[config.mk]
export PLATFORM = sky130hd
export DESIGN_NAME = m_piso_transmitter
export DESIGN_NICKNAME = d
export VERILOG_FILES = /design/src/rtl/m_piso_transmitter_pkg.sv /design/src/rtl/m_bit_counter.sv /design/src/rtl/m_piso_transmitter.sv
export SDC_FILE = /design/constraint.sdc
export NUM_CORES = 1
export LEC_CHECK = 0
export ABC_AREA = 1
export ABC_CLOCK_PERIOD_IN_PS = 1200
export CAP_MARGIN = 10
export CORE_AREA = 10 10 47 49
export CTS_CLUSTER_DIAMETER = 120
export CTS_CLUSTER_SIZE = 40
export DETAILED_ROUTE_END_ITERATION = 7
export DIE_AREA = 0 0 57 59
export PLACE_DENSITY = 0.6
export SYNTH_ARGS = -nofsm -noshare
export SYNTH_HDL_FRONTEND = slang
export SYNTH_SLANG_ARGS = --single-unit
[constraint.sdc]
create_clock -name CLK -period 1.2 [get_ports CLK]
set_input_delay 0.12 -clock CLK [delete_from_list [all_inputs] [get_ports CLK]]
set_output_delay 0.12 -clock CLK [all_outputs]
set_load 0.02 [all_outputs]
[src/rtl/m_piso_transmitter_pkg.sv]
// Shared definitions for the PISO transmitter: FSM state encoding, default
// word width and the bit-counter width helper.
package m_piso_transmitter_pkg;

  // FSM states; encodings match the receiver side of the link.
  typedef enum logic {
    ST_IDLE  = 1'b0,
    ST_SHIFT = 1'b1
  } state_e;

  // Default word length shared with m_siporegister.
  localparam int unsigned DEFAULT_WIDTH = 4;

  // Counter width able to hold WIDTH-1; never narrower than one bit.
  function automatic int unsigned cnt_width(input int unsigned width);
    return (width <= 2) ? 1 : $clog2(width);
  endfunction

endpackage

[src/rtl/m_bit_counter.sv]
// Loadable down-counter with a zero flag. Tracks the remaining bits of the
// frame in flight.
// Ports:
//   clk        - clock, rising edge
//   clr        - synchronous active-high clear (highest priority)
//   load       - load load_value
//   dec        - decrement by one
//   load_value - value taken on load
//   count      - current count (registered)
//   zero       - count == 0
module m_bit_counter #(
  parameter int unsigned CW = 2
) (
  input  logic          clk,
  input  logic          clr,
  input  logic          load,
  input  logic          dec,
  input  logic [CW-1:0] load_value,
  output logic [CW-1:0] count,
  output logic          zero
);

  // Count register: clear, then load, then decrement.
  always_ff @(posedge clk) begin
    if (clr) begin
      count <= '0;
    end else if (load) begin
      count <= load_value;
    end else if (dec) begin
      count <= count - CW'(1);
    end
  end

  assign zero = (count == '0);

endmodule

[src/rtl/m_piso_transmitter.sv]
// Parallel-in serial-out transmitter. Accepts a WIDTH-bit word through a
// valid/ready handshake and sends it one bit per clock with a frame
// qualifier and a last-bit marker; back-to-back frames need no gap.
// Ports:
//   CLK        - clock, rising edge
//   CLR        - synchronous active-high reset
//   LOAD_VALID - PI holds a word to send
//   LOAD_READY - word can be accepted this cycle (decoded from state)
//   PI         - parallel word, sampled on an accepted load
//   SO         - serial data (registered)
//   SO_VALID   - SO carries a frame bit (registered)
//   SO_LAST    - SO carries the final bit of the word (decoded from state)
module m_piso_transmitter
  import m_piso_transmitter_pkg::*;
#(
  parameter int unsigned WIDTH     = DEFAULT_WIDTH,
  parameter bit          MSB_FIRST = 1'b1
) (
  input  logic             CLK,
  input  logic             CLR,
  input  logic             LOAD_VALID,
  output logic             LOAD_READY,
  input  logic [WIDTH-1:0] PI,
  output logic             SO,
  output logic             SO_VALID,
  output logic             SO_LAST
);

  localparam int unsigned CW = cnt_width(WIDTH);

  state_e           state_q;
  state_e           state_d;
  logic [WIDTH-1:0] sreg_q;
  logic [WIDTH-1:0] sreg_d;
  logic [WIDTH-1:0] sreg_shifted;
  logic [CW-1:0]    cnt_q;
  logic             cnt_zero;
  logic             cnt_dec;
  logic             load_acc;

  // Remaining-bit counter: reads WIDTH-1 on the first bit, 0 on the last.
  m_bit_counter #(
    .CW (CW)
  ) u_bit_counter (
    .clk        (CLK),
    .clr        (CLR),
    .load       (load_acc),
    .dec        (cnt_dec),
    .load_value (CW'(WIDTH - 1)),
    .count      (cnt_q),
    .zero       (cnt_zero)
  );

  // Ready in IDLE or on the last bit, so a new word can follow with no gap.
  assign LOAD_READY = (state_q == ST_IDLE) || ((state_q == ST_SHIFT) && cnt_zero);
  assign load_acc   = LOAD_VALID && LOAD_READY;
  assign SO_LAST    = (state_q == ST_SHIFT) && cnt_zero;
  assign SO_VALID   = (state_q == ST_SHIFT);

  // Output bit sits at the sending end; zeros fill from the other end, so the
  // register is all-zero whenever the FSM is back in IDLE.
  assign SO           = MSB_FIRST ? sreg_q[WIDTH-1] : sreg_q[0];
  assign sreg_shifted = MSB_FIRST ? {sreg_q[WIDTH-2:0], 1'b0}
                                  : {1'b0, sreg_q[WIDTH-1:1]};

  // Next-state and datapath control.
  always_comb begin
    state_d = state_q;
    sreg_d  = sreg_q;
    cnt_dec = 1'b0;
    case (state_q)
      ST_IDLE: begin
        if (load_acc) begin
          state_d = ST_SHIFT;
          sreg_d  = PI;
        end
      end
      ST_SHIFT: begin
        sreg_d = sreg_shifted;
        if (load_acc) begin
          sreg_d = PI;
        end else if (cnt_zero) begin
          state_d = ST_IDLE;
        end else begin
          cnt_dec = 1'b1;
        end
      end
      default: state_d = ST_IDLE;
    endcase
  end

  // State and shift register.
  always_ff @(posedge CLK) begin
    if (CLR) begin
      state_q <= ST_IDLE;
      sreg_q  <= '0;
    end else begin
      state_q <= state_d;
      sreg_q  <= sreg_d;
    end
  end

endmodule
==> qor.txt <==
CTS root buffer: clkbuf_4
Final max-slew violation count: 0
Final WS setup: -63.8 ps
Utilization after layout: 0.398
Die ar.: 3360 um^2
Clk pin slew, worst setup/hold paths: 50 ps
Fin nets: 80
Reg2reg end: u_bit_counter.count[0]
Reg2reg path depth: 7
CP arrival: 1140 ps
1st-pass router iterations: 4
Net Sw Power: 0.000178 W
CTS Buf Count: 3
Critical Path Sink: LOAD_READY
CTS tree: yes
Critical path's top delay family: flip-flops
WL/cell: 9.31 um
Syn_nets: 59
Gpl congestion: 0.761
Initial drt markers: 6
Area grow syn2layout: 67.0%
Clock Latency Late Sink: 240 ps
Row count: 14
Post-Syn Area per Cell: 6.55 um^2
DRT antenna net count: 0
Status: complete, but fails checks
Startpoint Class: flip-flop
Yosys warns: 0
Worst Clk Skew: 2.78 ps
Clock buffer depth: 2
Largest net degree at the start of global routing: 7
Critical path depth: 4
Final Hold Viols: 0
Reg-to-reg startpoint: u_bit_counter.count[0]
DR vias/cell: 4.13
Antenna violations before repair: 0
Yosys cell types: 12
CP max-delay cell: dfxtp_2
Post-Route WL: 810 um
Htree depth: 1
Max-cap violation count: 0
Post-Syn Area: 334 um^2
Sequential power share: 0.407
Die H: 59 um
Sink Count: 7
Endpoint type of the worst setup path: primary output
First-pass GRT wire length: 1300 um
Final period utilization: 1.05
Power per Cell Area: 1160 nW/um^2
Net switching share of the total power: 0.273
Kind of critical path: flip-flop to primary output
I/O pin count: 11
VDD IR max: 0.456 mV
Min cycle time layout: 1260 ps
Core area: 1400 um^2
Synth Instances: 51
Sequential-to-total area share from yosys stat: 0.419
Remaining Overflow, GRT: 0
Port bufs: 10
CP max FO: 3
Final setup vio count: 1
Failing checks: negative setup slack
FF+latch count, synth: 7
Setup TNS Final: -63.8 ps
Max-slew headroom: 0.858
Hold WC Path Type: input port to flip-flop
Max incr delay on CP: 320 ps
# DRC: 0
Power Internal: 0.000472 W
Total power: 0.000649 W
GRT Util Overall: 0.0477
Finished Layout Cells: 87
Crit path buf inv count: 2
Initial Utilization: 0.238
Clk pwr share: 0.319
Hold Startpoint: PI[0]
Fmax: 791 MHz
Dpl cells: 81
Share of cells above drive strength 1: 0.352
Via count: 359
Crit-path cells: inv_2 -> ha_4 -> or2_4 -> buf_6
Die width: 57 um
Antenna Cells: 0
Combinational power share: 0.274
P_leak: 0.281 nW
Slew @ Worst Pin: 214 ps
Crit path from: u_bit_counter.count[0]
Dpl hpwl: 600 um
Number of global-route vias before repair: 336
Post-CTS Hold Buffers: 0
FF-to-FF setup slack: 30 ps
Worst Path Required: 1080 ps
Unrepaired setup endpoints after global routing: yes
Setup WS pre-CTS: -258 ps
-- power groups by stage --
stage | clock network, W | registers [W] | logic, W
2_1_floorplan | 0 | 0.000272 | 0.0000727
3_3_place_gp | 0 | 0.000266 | 0.000147
5_1_grt | 0.000240 | 0.000266 | 0.000199
6_report | 0.000207 | 0.000264 | 0.000178
4_1_cts | 0.000220 | 0.000261 | 0.000152
3_5_place_dp | 0 | 0.000267 | 0.000148
-- cell type report --
cell class / instances / area (um^2)
fillers: 162 / 843
multi-input cells: 32 / 178
well taps: 16 / 20.0
inverters: 11 / 41.3
flip-flops and latches: 7 / 143
repair buffers: 17 / 150
clock buffers: 4 / 26.3
-- worst min-delay path, stage by stage --
cell             delay, ps
clkdlybuf4s50_1        400
nand3_1                 80
a21oi_1                 60
-- how the worst min path moves through the flow --
| stage | slack [ps] | depth (start not counted) | end |
|---|---|---|---|
| after floorplan | 190 | 1 | sreg_q[0] |
| after global routing | 490 | 2 | sreg_q[0] |
| after CTS | 470 | 2 | SO_VALID |
| final | 470 | 3 | sreg_q[0] |
| after detailed placement | 460 | 2 | u_bit_counter.count[1] |
| after global placement | 450 | 2 | u_bit_counter.count[1] |
-- registers in the layout, indices dropped and copies added, names as in the netlist --
register	flops
sreg_q	4
u_bit_counter.count	2
SO_VALID	1
-- per-layer routing --
metal  vias up  part of all wire  track usage
met2         8              0.49       0.0698
met4         0                 0       0.0503
met3         0             0.043       0.0107
met5         -                 0            0
met1       156              0.46       0.0539
li1        195                 -            -
-- cells by family after synthesis --
kind of cell | synth area share
fa+ha+maj | 0.0374
buf+inv | 0.139
simple gates | 0.270
compound gates | 0.135
flops | 0.419
-- through the flow --
stage,hold WS (ps),area [um^2]
2_1_floorplan,189,337
3_3_place_gp,446,487
3_5_place_dp,456,487
4_1_cts,467,518
5_1_grt,491,558
6_report,467,558
-- cell usage after synthesis (all sizes together) --
library cell / number / area share
o21ai: 5 / 0.075
dfxtp: 7 / 0.42
ha: 1 / 0.037
inv: 11 / 0.12
buf: 1 / 0.015
or2: 1 / 0.019
nor2: 10 / 0.11
a21oi: 4 / 0.060
nand3: 2 / 0.030
nand2: 9 / 0.11
-- layout by cell type, fill, tap and decap left out --
cell type,count
dlygate4sd2_1,2
a21oi_1,2
clkbuf_4,3
clkdlybuf4s50_1,6
dfxtp_2,2
buf_6,2
buf_2,1
a21oi_2,2
nand2_2,1
o21ai_0,3
inv_1,7
or2_4,1
dfxtp_1,5
ha_4,1
nand3_1,2
inv_2,4
nor2_1,10
nand2_1,8
clkbuf_1,1
o21ai_2,2
buf_4,6
-- what timing repair did --
| item | in CTS | in global routing |
|---|---|---|
| buffers inserted | 0 | 2 |
| pin swaps | 1 | 3 |
| resized for setup | 17 | 9 |
| endpoints found under the setup margin | 6 | 8 |
Power figures use the tool's default switching activity.
